### src/rtl/hovalaag_pkg.sv
// Shared constants and types for the Input-stage loader.
package hovalaag_pkg;

    // Frame command bytes selecting the target sample memory
    localparam logic [7:0] CMD_IN1 = 8'h01;
    localparam logic [7:0] CMD_IN2 = 8'h02;

    // Error codes reported on err_code
    localparam logic [2:0] ERR_NONE    = 3'd0;
    localparam logic [2:0] ERR_CMD     = 3'd1;
    localparam logic [2:0] ERR_NIBBLE  = 3'd2;
    localparam logic [2:0] ERR_TIMEOUT = 3'd3;
    localparam logic [2:0] ERR_CSUM    = 3'd4;

    // Parser states; one state per expected byte kind
    typedef enum logic [2:0] {
        ST_IDLE,
        ST_LEN,
        ST_HI,
        ST_LO,
        ST_CSUM
    } loader_state_t;

endpackage

### src/rtl/loader_timeout.sv
// Inter-byte idle counter; flags expiry after TIMEOUT_CYCLES-1 quiet cycles.
module loader_timeout #(
    parameter int TIMEOUT_CYCLES = 1000000,
    parameter int TO_W           = $clog2(TIMEOUT_CYCLES)
) (
    input  logic clk,
    input  logic rst,
    input  logic i_clear,
    input  logic i_enable,
    output logic o_expired
);

    localparam logic [TO_W-1:0] LIMIT = TO_W'(TIMEOUT_CYCLES - 1);

    logic [TO_W-1:0] r_cnt;

    // Count idle cycles, saturating at LIMIT so expiry stays asserted
    always_ff @(posedge clk or posedge rst) begin
        if (rst) begin
            r_cnt <= '0;
        end else if (i_clear) begin
            r_cnt <= '0;
        end else if (i_enable && (r_cnt != LIMIT)) begin
            r_cnt <= r_cnt + 1'b1;
        end
    end

    assign o_expired = (r_cnt == LIMIT);

endmodule

### src/rtl/input_loader.sv
// Framed byte-stream parser that writes 12-bit samples into the Input
// stage memories and holds the CPU in reset while a frame is in flight.
module input_loader
    import hovalaag_pkg::*;
#(
    parameter int TIMEOUT_CYCLES = 1000000,
    parameter int TO_W           = $clog2(TIMEOUT_CYCLES)
) (
    input  logic        clk,
    input  logic        rst,
    input  logic [7:0]  rx_data,
    input  logic        rx_valid,
    output logic        in1_write,
    output logic        in2_write,
    output logic [7:0]  addr_in,
    output logic [11:0] data_in,
    output logic        busy,
    output logic        load_done,
    output logic        load_err,
    output logic [2:0]  err_code,
    output logic [8:0]  word_count
);

    loader_state_t r_state;
    logic          r_sel2;      // 1: frame targets input 2 memory
    logic [8:0]    r_remain;    // words still to receive (LEN 0 -> 256)
    logic [7:0]    r_idx;       // next write address, wraps naturally
    logic [7:0]    r_csum;      // running sum of LEN/HI/LO bytes
    logic [3:0]    r_hi;        // upper data nibble latched from HI byte

    logic r_in1_write, r_in2_write, r_busy, r_load_done, r_load_err;
    logic [7:0]  r_addr;
    logic [11:0] r_data;
    logic [2:0]  r_err_code;
    logic [8:0]  r_word_count;

    logic w_expired;
    logic w_to_clear;

    // Idle counter only runs inside a frame; every received byte restarts it
    assign w_to_clear = rx_valid || (r_state == ST_IDLE);

    loader_timeout #(
        .TIMEOUT_CYCLES (TIMEOUT_CYCLES),
        .TO_W           (TO_W)
    ) u_timeout (
        .clk       (clk),
        .rst       (rst),
        .i_clear   (w_to_clear),
        .i_enable  (1'b1),
        .o_expired (w_expired)
    );

    // Parser FSM with registered write port, status pulses and counters
    always_ff @(posedge clk or posedge rst) begin
        if (rst) begin
            r_state      <= ST_IDLE;
            r_sel2       <= 1'b0;
            r_remain     <= '0;
            r_idx        <= '0;
            r_csum       <= '0;
            r_hi         <= '0;
            r_in1_write  <= 1'b0;
            r_in2_write  <= 1'b0;
            r_addr       <= '0;
            r_data       <= '0;
            r_busy       <= 1'b0;
            r_load_done  <= 1'b0;
            r_load_err   <= 1'b0;
            r_err_code   <= ERR_NONE;
            r_word_count <= '0;
        end else begin
            r_in1_write <= 1'b0;
            r_in2_write <= 1'b0;
            r_load_done <= 1'b0;
            r_load_err  <= 1'b0;
            // busy covers the terminating pulse cycle, then drops
            if (r_load_done || r_load_err)
                r_busy <= 1'b0;

            if ((r_state != ST_IDLE) && !rx_valid && w_expired) begin
                r_load_err <= 1'b1;
                r_err_code <= ERR_TIMEOUT;
                r_state    <= ST_IDLE;
            end else if (rx_valid) begin
                case (r_state)
                    ST_IDLE: begin
                        if ((rx_data == CMD_IN1) || (rx_data == CMD_IN2)) begin
                            r_sel2       <= (rx_data == CMD_IN2);
                            r_busy       <= 1'b1;
                            r_word_count <= '0;
                            r_state      <= ST_LEN;
                        end else begin
                            r_load_err <= 1'b1;
                            r_err_code <= ERR_CMD;
                        end
                    end
                    ST_LEN: begin
                        r_remain <= (rx_data == 8'd0) ? 9'd256 : {1'b0, rx_data};
                        r_csum   <= rx_data;
                        r_idx    <= '0;
                        r_state  <= ST_HI;
                    end
                    ST_HI: begin
                        if (rx_data[7:4] != 4'd0) begin
                            r_load_err <= 1'b1;
                            r_err_code <= ERR_NIBBLE;
                            r_state    <= ST_IDLE;
                        end else begin
                            r_hi    <= rx_data[3:0];
                            r_csum  <= r_csum + rx_data;
                            r_state <= ST_LO;
                        end
                    end
                    ST_LO: begin
                        r_in1_write  <= !r_sel2;
                        r_in2_write  <= r_sel2;
                        r_addr       <= r_idx;
                        r_data       <= {r_hi, rx_data};
                        r_idx        <= r_idx + 8'd1;
                        r_csum       <= r_csum + rx_data;
                        r_word_count <= r_word_count + 9'd1;
                        r_remain     <= r_remain - 9'd1;
                        r_state      <= (r_remain == 9'd1) ? ST_CSUM : ST_HI;
                    end
                    ST_CSUM: begin
                        if (rx_data == r_csum) begin
                            r_load_done <= 1'b1;
                        end else begin
                            r_load_err <= 1'b1;
                            r_err_code <= ERR_CSUM;
                        end
                        r_state <= ST_IDLE;
                    end
                    default: r_state <= ST_IDLE;
                endcase
            end
        end
    end

    assign in1_write  = r_in1_write;
    assign in2_write  = r_in2_write;
    assign addr_in    = r_addr;
    assign data_in    = r_data;
    assign busy       = r_busy;
    assign load_done  = r_load_done;
    assign load_err   = r_load_err;
    assign err_code   = r_err_code;
    assign word_count = r_word_count;

endmodule

### config.mk
export PLATFORM = sky130hd
export DESIGN_NAME = input_loader
export DESIGN_NICKNAME = d
export VERILOG_FILES = /design/src/rtl/hovalaag_pkg.sv /design/src/rtl/loader_timeout.sv /design/src/rtl/input_loader.sv
export SDC_FILE = /design/constraint.sdc
export NUM_CORES = 1
export LEC_CHECK = 0
export ABC_AREA = 1
export BUFFER_PORTS_ARGS = -buffer_cell sky130_fd_sc_hd__buf_2
export CORE_UTILIZATION = 60
export CTS_CLUSTER_SIZE = 25
export DETAILED_ROUTE_END_ITERATION = 6
export PLACE_DENSITY = 0.8
export SLEW_MARGIN = 5
export SYNTH_ARGS = -nofsm -noshare
export SYNTH_HDL_FRONTEND = slang
export SYNTH_SLANG_ARGS = --single-unit
### constraint.sdc
create_clock -name clk -period 3.5 [get_ports clk]
set_input_delay 0.525 -clock clk [delete_from_list [all_inputs] [get_ports clk]]
set_output_delay 0.525 -clock clk [all_outputs]
set_load 0.005 [all_outputs]
======== Word level (Yosys, flattened, before mapping) ========
Cells that the tools add are included.
Widths: inputs -> output; s select.
operators by class
  bitwise gates (word level) .............. 2
  mux-type cells .......................... 42
  add/subtract/negate cells ............... 5
  equal/unequal tests ..................... 16
  reductions and logical operators ........ 25
operators with widths
  cell                   number
  $mux 20                2
  $pmux 9 s2             2
  $mux 3                 9
  $pmux 8 s3             1
  $add 20x1->20 const B  1
  $eq 20x20->1 const B   1
  $mux 1                 20
  $ne 20x20->1 const B   1
  $mux 9                 2
  $pmux 8 s2             1
  $reduce_and 4->1       4
  $pmux 3 s4             1
  $add 9x1->9 const B    1
  $eq 9x1->1 const B     1
  $ne 3x3->1 const B     3
  $pmux 3 s3             1
  $sub 9x1->9 const B    1
  $add 8x1->8 const B    1
  $add 8x8->8            1
  $eq 8x1->1 const B     1
  $eq 8x2->1 const B     1
  $eq 8x8->1             1
  $logic_not 8->1        1
  $mux 8                 1
  other kinds (19)       31
storage, ports and cells
  bits in registers ....................... 90
  logic and storage cells ................. 106
  input port bits ......................... 11

======== Longest topological paths before layout ========
Gate-level depths: netlist (run 1).
  depth in word-level cells ............... 6
  gate-level depth with buffers ........... 10
  mapped depth without buffers ............ 10

======== Hierarchy ========
From an unflattened synthesis (run 1), not the netlist that was laid out.
unflattened totals
  cell total of the unflattened synthesis .. 719
  area, all modules ....................... 5,278.8 um^2
modules (own cells, without submodules)
  module          sequential area each (um^2)  cells each  area an instance (um^2)  times used
  input_loader    1,751.7                      518         3,876.2                  1
  loader_timeout  500.5                        201         1,402.6                  1

======== Least setup slack after synthesis (run 1) ========
Ideal clock, no wire load.
  path kind ............................... in2reg
  start point ............................. in rx_data[0]
  end point ............................... reg r_csum[6]
  data required time ...................... 3.384 ns
  stages on the path ...................... 9
  slack ................................... 1.674 ns
  data arrival time ....................... 1.709 ns
  buffers on the path ..................... 0
  cell sequence ........................... ha_1 inv_1 fa_1 o21ai_0 nand3_1 nand3_1 nand3_1 nand2_1 nand2_1
between the ends
  cells in the longest elaborated chain, start to end .. 3
RTL lines
  what                  line                                      text
  start, declared       input_loader.sv:11                        input logic [7:0] rx_data,
  $add 8x8->8 *         input_loader.sv:111, input_loader.sv:121
  $mux 8                input_loader.sv:105                       if (rx_data[7:4] != 4'd0) begin
  $pmux 8 s3 *          input_loader.sv:86                        case (r_state)
  end signal, assigned  input_loader.sv:100                       r_csum <= rx_data;
  end signal, assigned  input_loader.sv:111                       r_csum <= r_csum + rx_data;
  end signal, assigned  input_loader.sv:121                       r_csum <= r_csum + rx_data;
  end, declared         input_loader.sv:28                        logic [7:0] r_csum;
Mark *: on every way between the ends. The rest lies on a longest branch, timed or not. The select of a mux whose other input is x is not followed.
A chain may end at the register's enable or synchronous reset.

======== Final worst setup path (run 1) ========
  start point ............................. reg r_state[1]
  end point ............................... reg r_word_count[7] (netlist: word_count[7])
between the ends
  cells in the longest elaborated chain, start to end .. 5
  elaborated cells on any way between the ends .. 10
RTL lines
  what                            line                 text
  start, declared                 input_loader.sv:24   loader_state_t r_state;
  start signal, assigned          input_loader.sv:124  r_state <= (r_remain == 9'd1) ? ST_CSUM : ST_HI;
  $reduce_bool 3->1               input_loader.sv:81   if ((r_state != ST_IDLE) && !rx_valid && w_expired) begin
  $logic_and 1x1->1 (2 in a row)  input_loader.sv:81
  $not 1->1 (no line)             n/a
  $reduce_and 4->1 (no line)      n/a
  end signal, assigned            input_loader.sv:122  r_word_count <= r_word_count + 9'd1;
  end, declared                   input_loader.sv:35   logic [8:0] r_word_count;
Several ways; a longest one is shown, not always the timed one.

==> reports/summary.txt, run 1 <==
====================================================================================
Number of unique standard cell types used by synthesis ................           44
Number of diodes ......................................................            0
Std cell rows .........................................................           32
Highest net fanout along the worst path ...............................           17
Area added between synthesis and finish ...............................        9.85%
Met3 layer wire length in the routed design ...........................       488 um
Register share of total power .........................................        42.4%
Hold-fix buffers, CTS .................................................            0
Number of warnings printed during yosys synthesis .....................            0
Yosys top cell area share .............................................        45.2%
Clock sink count ......................................................           90
Std-Cell Core Area ....................................................  0.00789 mm2
Number of hold violations in the final report .........................            0
Detailed Routing Iterations Pass 1 ....................................            5
Delay of the slowest cell on the worst path ...........................       680 ps
Cell Chain, Critical Path ............................................. nand3_4 -> a21oi_1 -> nand2_2 -> inv_1 -> nand4_1 -> o21ai_0
Worst rel slew slack ..................................................        64.8%
Path type of the worst min-delay path .................................     in2async
Top cells by area, synth .............................................. dfrtp_1 (45%), nand2_1 (13%), nor2_1 (5.0%)
Switching share of total power ........................................        39.8%
Total Wirelength ......................................................     10500 um
Period utilisation layout .............................................        55.0%
Total via count in the routed design ..................................         4285
Number of enable-type register cells in the synthesized netlist .......            0
Worst Max-Slew Pin Slew ...............................................       527 ps
H-tree levels .........................................................            3
Peak ir drop on the vdd network .......................................   0.000389 V
Worst R2R Setup Slack .................................................      1580 ps
Cell leakage power ....................................................      2.73 nW
Synthesized area per cell .............................................     8.00 um2
Net switching power ...................................................      1.41 mW
Post-detailed-route count of antenna-violating nets ...................            0
Final setup violating endpoints .......................................            0
Antenna violations before repair ......................................            0
Maximum clock frequency ...............................................      520 MHz
1st-iter DRT viols ....................................................          211
Post-CTS Resized ......................................................            0
Effective utilization at floorplan ....................................        63.1%
Area after detailed placement .........................................  0.00526 mm2
Number of instances in the synthesized netlist ........................          622
Number of setup buffers added after CTS ...............................            0
Routed wl met2 ........................................................      4990 um
Setup Crit Path Kind ..................................................      reg2reg
Clk Tree Root Cell ....................................................     clkbuf_8
Number of nets in the final layout ....................................          694
Clock tree from TritonCTS .............................................         done
Number of clock buffers inserted by TritonCTS .........................            9
Wire length of the first global-routing pass ..........................     17700 um
CTS max path bufs .....................................................            2
Highest metal layer used by the detailed router .......................         met4
Number of cells on the worst reg-to-reg path ..........................            6
Insertion delay to the later sink of the worst-skew pair ..............       360 ps
Max cap viols .........................................................            0
Number of placed instances with taps included .........................          761
Overflow left after global routing ....................................            0
Overall fraction of global-route tracks in use ........................        26.0%
Capturing element type of the critical path ...........................         flop
Most used flip-flop cell after synthesis ..............................      dfrtp_1
Final Slew Violations .................................................            0
Routed length on met1 .................................................      4860 um
RSZ-0062 raised after global routing ..................................           no
Clock period minus worst slack ........................................      1920 ps
Share of synthesized area occupied by flip-flops and latches ..........        45.2%
Vias per std cell .....................................................         5.51
Post-synthesis net count ..............................................          646
Number of remaining DRC errors ........................................            0
Setup TNS .............................................................         0 ps
Outcome ............................................................... finished, final reports clean
Detailed-placement wirelength estimate ................................      7720 um
Power per cell area ...................................................   647 mW/mm2
Proportion of synthesized flip-flops having asynchronous set or reset .         100%
Final clock skew ......................................................      10.9 ps
Final cell count without fillers ......................................          777
Worst path arrival time ...............................................      2210 ps
Number of buffers inserted by port buffering ..........................           47
Cell at the slowest stage of the critical path ........................      dfrtp_1
Share of post-route cells with drive strength above 1 .................        16.3%
Final instance area ...................................................  0.00547 mm2
Die area ..............................................................  0.00866 mm2
Area of the mapped netlist ............................................  0.00498 mm2
Type of origin of the critical path ...................................         flop
Die width .............................................................      93.1 um
Combinational cell fraction of total power ............................        36.4%
Number of synthesized register bits ...................................           90
Number of global-route vias before repair .............................         3880
Count of pins on the block boundary ...................................           48
Routed len/inst .......................................................      13.5 um
Maximum number of pins on one net before global-route repair ..........           43
Gpl congestion ........................................................        0.923
Internal Pwr Total ....................................................      2.13 mW
Clock network fraction of total power .................................        21.2%
Height of the die .....................................................      93.1 um
Yosys top cell by area ................................................      dfrtp_1
Required time of the critical path ....................................      3780 ps
Clock-pin transition on the worst setup and hold timing paths .........       100 ps
====================================================================================
## synthesized netlist by cell type, types with 2 or more instances
library cell	n
dfrtp_1	90
nor3_2	4
xor2_1	13
o21ai_0	44
buf_6	6
o22ai_1	3
buf_2	4
nand3_1	38
a31oi_1	4
nand3_4	2
nand2_2	7
nor2_4	3
nor2_2	3
nor3_1	12
xnor2_1	7
nand2_1	169
nand4_1	10
inv_2	6
inv_1	57
o211ai_1	2
o21ai_1	6
o31ai_2	3
or2_2	4
nand3_2	4
ha_1	12
o21ai_2	2
nor2_1	66
a21oi_1	25
## logic make-up (layout without fill, tap and decap cells)
family / count (synthesis) / in the layout / synth area share [%]
compound gates: 93 / 93 / 10.4
xor+xnor: 20 / 20 / 3.52
fa+ha+maj: 13 / 13 / 3.42
buf+inv: 78 / 131 / 7.04
flops: 90 / 90 / 45.2
simple gates: 328 / 328 / 30.3
## cell type report
type	count	area [um2]
fill	642	2420
multi-input combinational	454	2370
sequential	90	2250
inverter	66	253
timing repair buffer	49	250
clock buffer	10	138
tap	102	128
clock inverter	6	72.6
## power by group through the flow
stage	sequential (mW)	clock (mW)	combinational, mW
floorplan	1.46	0	0.994
global placement	1.50	0	1.24
detailed placement	1.51	0	1.28
CTS	1.50	0.764	1.29
global route	1.53	0.811	1.47
finish	1.50	0.752	1.29
## critical path, delay by kind of cell, from the launching register on
family,cells,cell delay [ps]
flops,1,680
simple gates,3,600
buf+inv,1,200
compound gates,2,360
## routing by layer
layer | track usage (%) | vias to the layer above
met5 | 0 | -
met2 | 42.8 | 126
met3 | 3.33 | 13
met4 | 9.36 | 0
met1 | 35.5 | 2033
li1 | - | 2113
## per-stage QoR
| step | setup slack (ps) | power (mW) | util, % | hold slack, ps |
|---|---|---|---|---|
| 2_1_floorplan | 640 | 2.46 | - | 426 |
| 4_1_cts | 1600 | 3.55 | 69.3 | 94.7 |
| 3_3_place_gp | 1400 | 2.75 | 66.7 | 453 |
| 3_5_place_dp | 1350 | 2.80 | 66.7 | 463 |
| 6_report | 1580 | 3.54 | 69.3 | 93.5 |
| 5_1_grt | 1390 | 3.81 | 69.3 | 106 |
## cell usage in the layout, fill, tap and decap left out, types with 2 or more instances in the layout
cell type and n:
nand2_2 7, nor2_1 66, buf_2 47, o21ai_1 6, nand3_2 4, nor3_1 12
nand4_1 10, o31ai_2 3, nand3_1 38, o211ai_1 2, nor3_2 4, a31oi_1 4
nand2_1 169, a21oi_1 25, inv_2 6, clkinv_4 2, or2_2 4, o21ai_2 2
nor2_2 3, ha_1 12, xor2_1 13, o22ai_1 3, xnor2_1 7, o21ai_0 44
clkbuf_8 10, buf_4 2, inv_1 56, nor2_4 3, clkinv_2 3, nand3_4 2
dfrtp_1 90
## flip-flops by register name, summed over array words and instances (netlist names)
name,flops
r_idx,8
r_hi,4
load_err,1
data_in,12
load_done,1
r_csum,8
in2_write,1
r_state,3
addr_in,8
r_remain,9
u_timeout.r_cnt,20
r_sel2,1
busy,1
word_count,9
in1_write,1
err_code,3
## path summary, 6_finish.rpt
| kind | from | end |
|---|---|---|
| hold / removal | rst | addr_in[7]$_DFFE_PP0P_ |
| setup / recovery | r_state[1]$_DFFE_PP0P_ | word_count[7]$_DFFE_PP0P_ |
| min in group clk | rx_data[2] | r_csum[2]$_DFFE_PP0P_ |
| max in group asynchronous | rst | load_done$_DFF_PP0_ |
| hold reg to reg | busy$_DFF_PP0_ | busy$_DFF_PP0_ |
| setup reg to reg | r_state[1]$_DFFE_PP0P_ | word_count[7]$_DFFE_PP0P_ |
No activity file was read; power rests on OpenSTA's default activity.
==> inputs of run 2 (changes only) <==
Clock period 3.5 ns to 1.9 ns, I/O delays scaled along.
==> reports/summary.txt, run 2 (synthesis gave the netlist of run 1 again) <==
============================================================================
Detailed-placement wirelength estimate ........................      7620 um   -1.3%
Worst rel slew slack ..........................................        64.2%   -0.68 points
Outcome ....................................................... finished, final reports clean
H-tree levels .................................................            3   unchanged
Height of the die .............................................      93.1 um   unchanged
Gpl congestion ................................................        0.896   -2.9%
Overall fraction of global-route tracks in use ................        26.6%   +0.58 points
Antenna violations before repair ..............................            0   unchanged
Final clock skew ..............................................      12.8 ps   +1.89 ps
Post-detailed-route count of antenna-violating nets ...........            0   unchanged
Number of clock buffers inserted by TritonCTS .................            9   unchanged
Power per cell area ...........................................  1190 mW/mm2   +85%
Clock-pin transition on the worst setup and hold timing paths .        90 ps   about the same
Flip-flop count of the largest register after layout ..........           20   unchanged
Std-Cell Core Area ............................................  0.00789 mm2   unchanged
Peak ir drop on the vdd network ...............................   0.000766 V   +97%
R2r startpoint ................................................ r_csum[0]$_DFFE_PP0P_
Combinational cell fraction of total power ....................        37.8%   +1.4 points
Biggest register .............................................. u_timeout.r_cnt
Post-CTS Resized ..............................................            0   unchanged
Hold-fix buffers, CTS .........................................            0   unchanged
Share of post-route cells with drive strength above 1 .........        17.3%   +1.0 points
Die area ......................................................  0.00866 mm2   unchanged
Vias per std cell .............................................         5.45   -1.2%
Number of nets in the final layout ............................          701   +1.0%
Number of setup buffers added after CTS .......................            0   unchanged
Effective utilization at floorplan ............................        63.1%   unchanged
Required time of the critical path ............................      2160 ps   -1620 ps
Period utilisation layout .....................................        91.1%   +36 points
Type of origin of the critical path ...........................         flop
Capturing element type of the critical path ...................         flop
CTS max path bufs .............................................            2   unchanged
Maximum number of pins on one net before global-route repair ..           91   +110%
Leading cell types in the layout, fill and taps excluded ...... nand2_1 (169), dfrtp_1 (89), nor2_1 (65)
Routed len/inst ...............................................      13.3 um   -1.2%
RSZ-0062 raised after global routing ..........................           no
Highest net fanout along the worst path .......................            2   -15
Count of filler cells inserted in the layout ..................          618   -3.7%
Max cap viols .................................................            0   unchanged
Maximum clock frequency .......................................      578 MHz   +11%
Count of pins on the block boundary ...........................           48   unchanged
Setup TNS .....................................................         0 ps   unchanged
Total via count in the routed design ..........................         4272   -0.30%
Area added between synthesis and finish .......................        11.4%
Die width .....................................................      93.1 um   unchanged
Number of remaining DRC errors ................................            0   unchanged
Number of diodes ..............................................            0   unchanged
Insertion delay to the later sink of the worst-skew pair ......       370 ps   about the same
Wire length of the first global-routing pass ..................     18300 um   +3.0%
Std cell rows .................................................           32   unchanged
Internal Pwr Total ............................................      4.00 mW   +87%
Final setup violating endpoints ...............................            0   unchanged
Setup Crit Path Kind ..........................................      reg2reg
Clock network fraction of total power .........................        20.9%   -0.3 points
Total Wirelength ..............................................     10500 um   -0.27%
Number of buffers inserted by port buffering ..................           47   unchanged
Overflow left after global routing ............................            0   unchanged
Worst hold slack ..............................................      24.0 ps   -69.5 ps
Worst path arrival time .......................................      1990 ps   -220 ps
Cell leakage power ............................................      2.77 nW   +1.4%
Final Slew Violations .........................................            0   unchanged
Worst Max-Slew Pin Slew .......................................       537 ps   +9.37 ps
Clock tree from TritonCTS .....................................         done
Detailed Routing Iterations Pass 1 ............................            5   unchanged
Number of global-route vias before repair .....................         4015   +3.5%
1st-iter DRT viols ............................................          221   +4.7%
Most common cell after layout, fill and taps aside ............      nand2_1
Clock period minus worst slack ................................      1730 ps   -193 ps
Critical path startpoint ...................................... r_csum[0]$_DFFE_PP0P_
Clock sink count ..............................................           90   unchanged
Net switching power ...........................................      2.62 mW   +87%
Number of hold violations in the final report .................            0   unchanged
Clk Tree Root Cell ............................................     clkbuf_8
Switching share of total power ................................        39.6%   -0.12 points
Path type of the worst min-delay path .........................     in2async
Register share of total power .................................        41.3%   -1.1 points
============================================================================
## run 2: cell types whose count changed in the layout (fill, tap and decap cells not counted), moves of 2 or more
cell,change
inv_6,+2
buf_4,+6
clkinv_2,-2
clkinv_4,-2
## run 2: worst paths after layout
check                                    endpoint  slack, ps  cells after the start
min                          r_idx[6]$_DFFE_PP0P_         20                      3
min reg2reg                   in1_write$_DFF_PP0_        470                      1
min in group clk            r_csum[2]$_DFFE_PP0P_        230                      3
max in group asynchronous  r_state[0]$_DFFE_PP0P_       1480                      3
max reg2reg                 r_csum[6]$_DFFE_PP0P_        170                      9
max                         r_csum[6]$_DFFE_PP0P_        170                      9
## run 2: worst max-delay path, cell delays in order, from the launching register on
cell and delay [ps]:
dfrtp_1 370, ha_1 170, inv_1 50, fa_1 400, o21ai_1 220, nand3_1 130, nand3_1 90, nand3_1 80
nand2_1 70, nand2_1 40
## run 2: through the flow
step | power, mW | util, % | cell area [um2] | setup WS [ps] | cells
after CTS | 6.62 | 70.2 | 5530 | 70.4 | 784
after detailed placement | 5.23 | 67.5 | 5330 | 50.3 | 768
final | 6.62 | 70.3 | 5540 | 169 | 784
after global placement | 5.13 | 67.5 | 5330 | 92.5 | 768
after floorplan | 4.53 | - | 4980 | 266 | 622
after global routing | 7.11 | 70.3 | 5540 | 6.88 | 784
## run 2: power groups by stage
| stage | Clock, mW | Sequential [mW] | Combinational [mW] |
|---|---|---|---|
| floorplan | 0 | 2.70 | 1.83 |
| global placement | 0 | 2.74 | 2.39 |
| detailed placement | 0 | 2.76 | 2.47 |
| CTS | 1.41 | 2.73 | 2.49 |
| global route | 1.48 | 2.79 | 2.84 |
| finish | 1.38 | 2.73 | 2.50 |
## run 2: area by class of cell
type	count	area, um2	area share [%]
well taps	102	128	2.30
repair buffers	56	315	5.69
inverters	66	255	4.60
clock inverters	5	67.6	1.22
flip-flops and latches	90	2250	40.7
clock buffers	11	141	2.55
multi-input cells	454	2380	43.0
## run 2: per-layer routing
layer / global-route usage [%] / routed length, um / share of wire [%] / vias to the layer above
li1: - / - / - / 2130
met4: 9.49 / 157 / 1.5 / 0
met5: 0 / 0 / 0 / -
met1: 37.4 / 4980 / 48 / 2018
met3: 3.98 / 437 / 4.2 / 16
met2: 42.1 / 4880 / 47 / 108
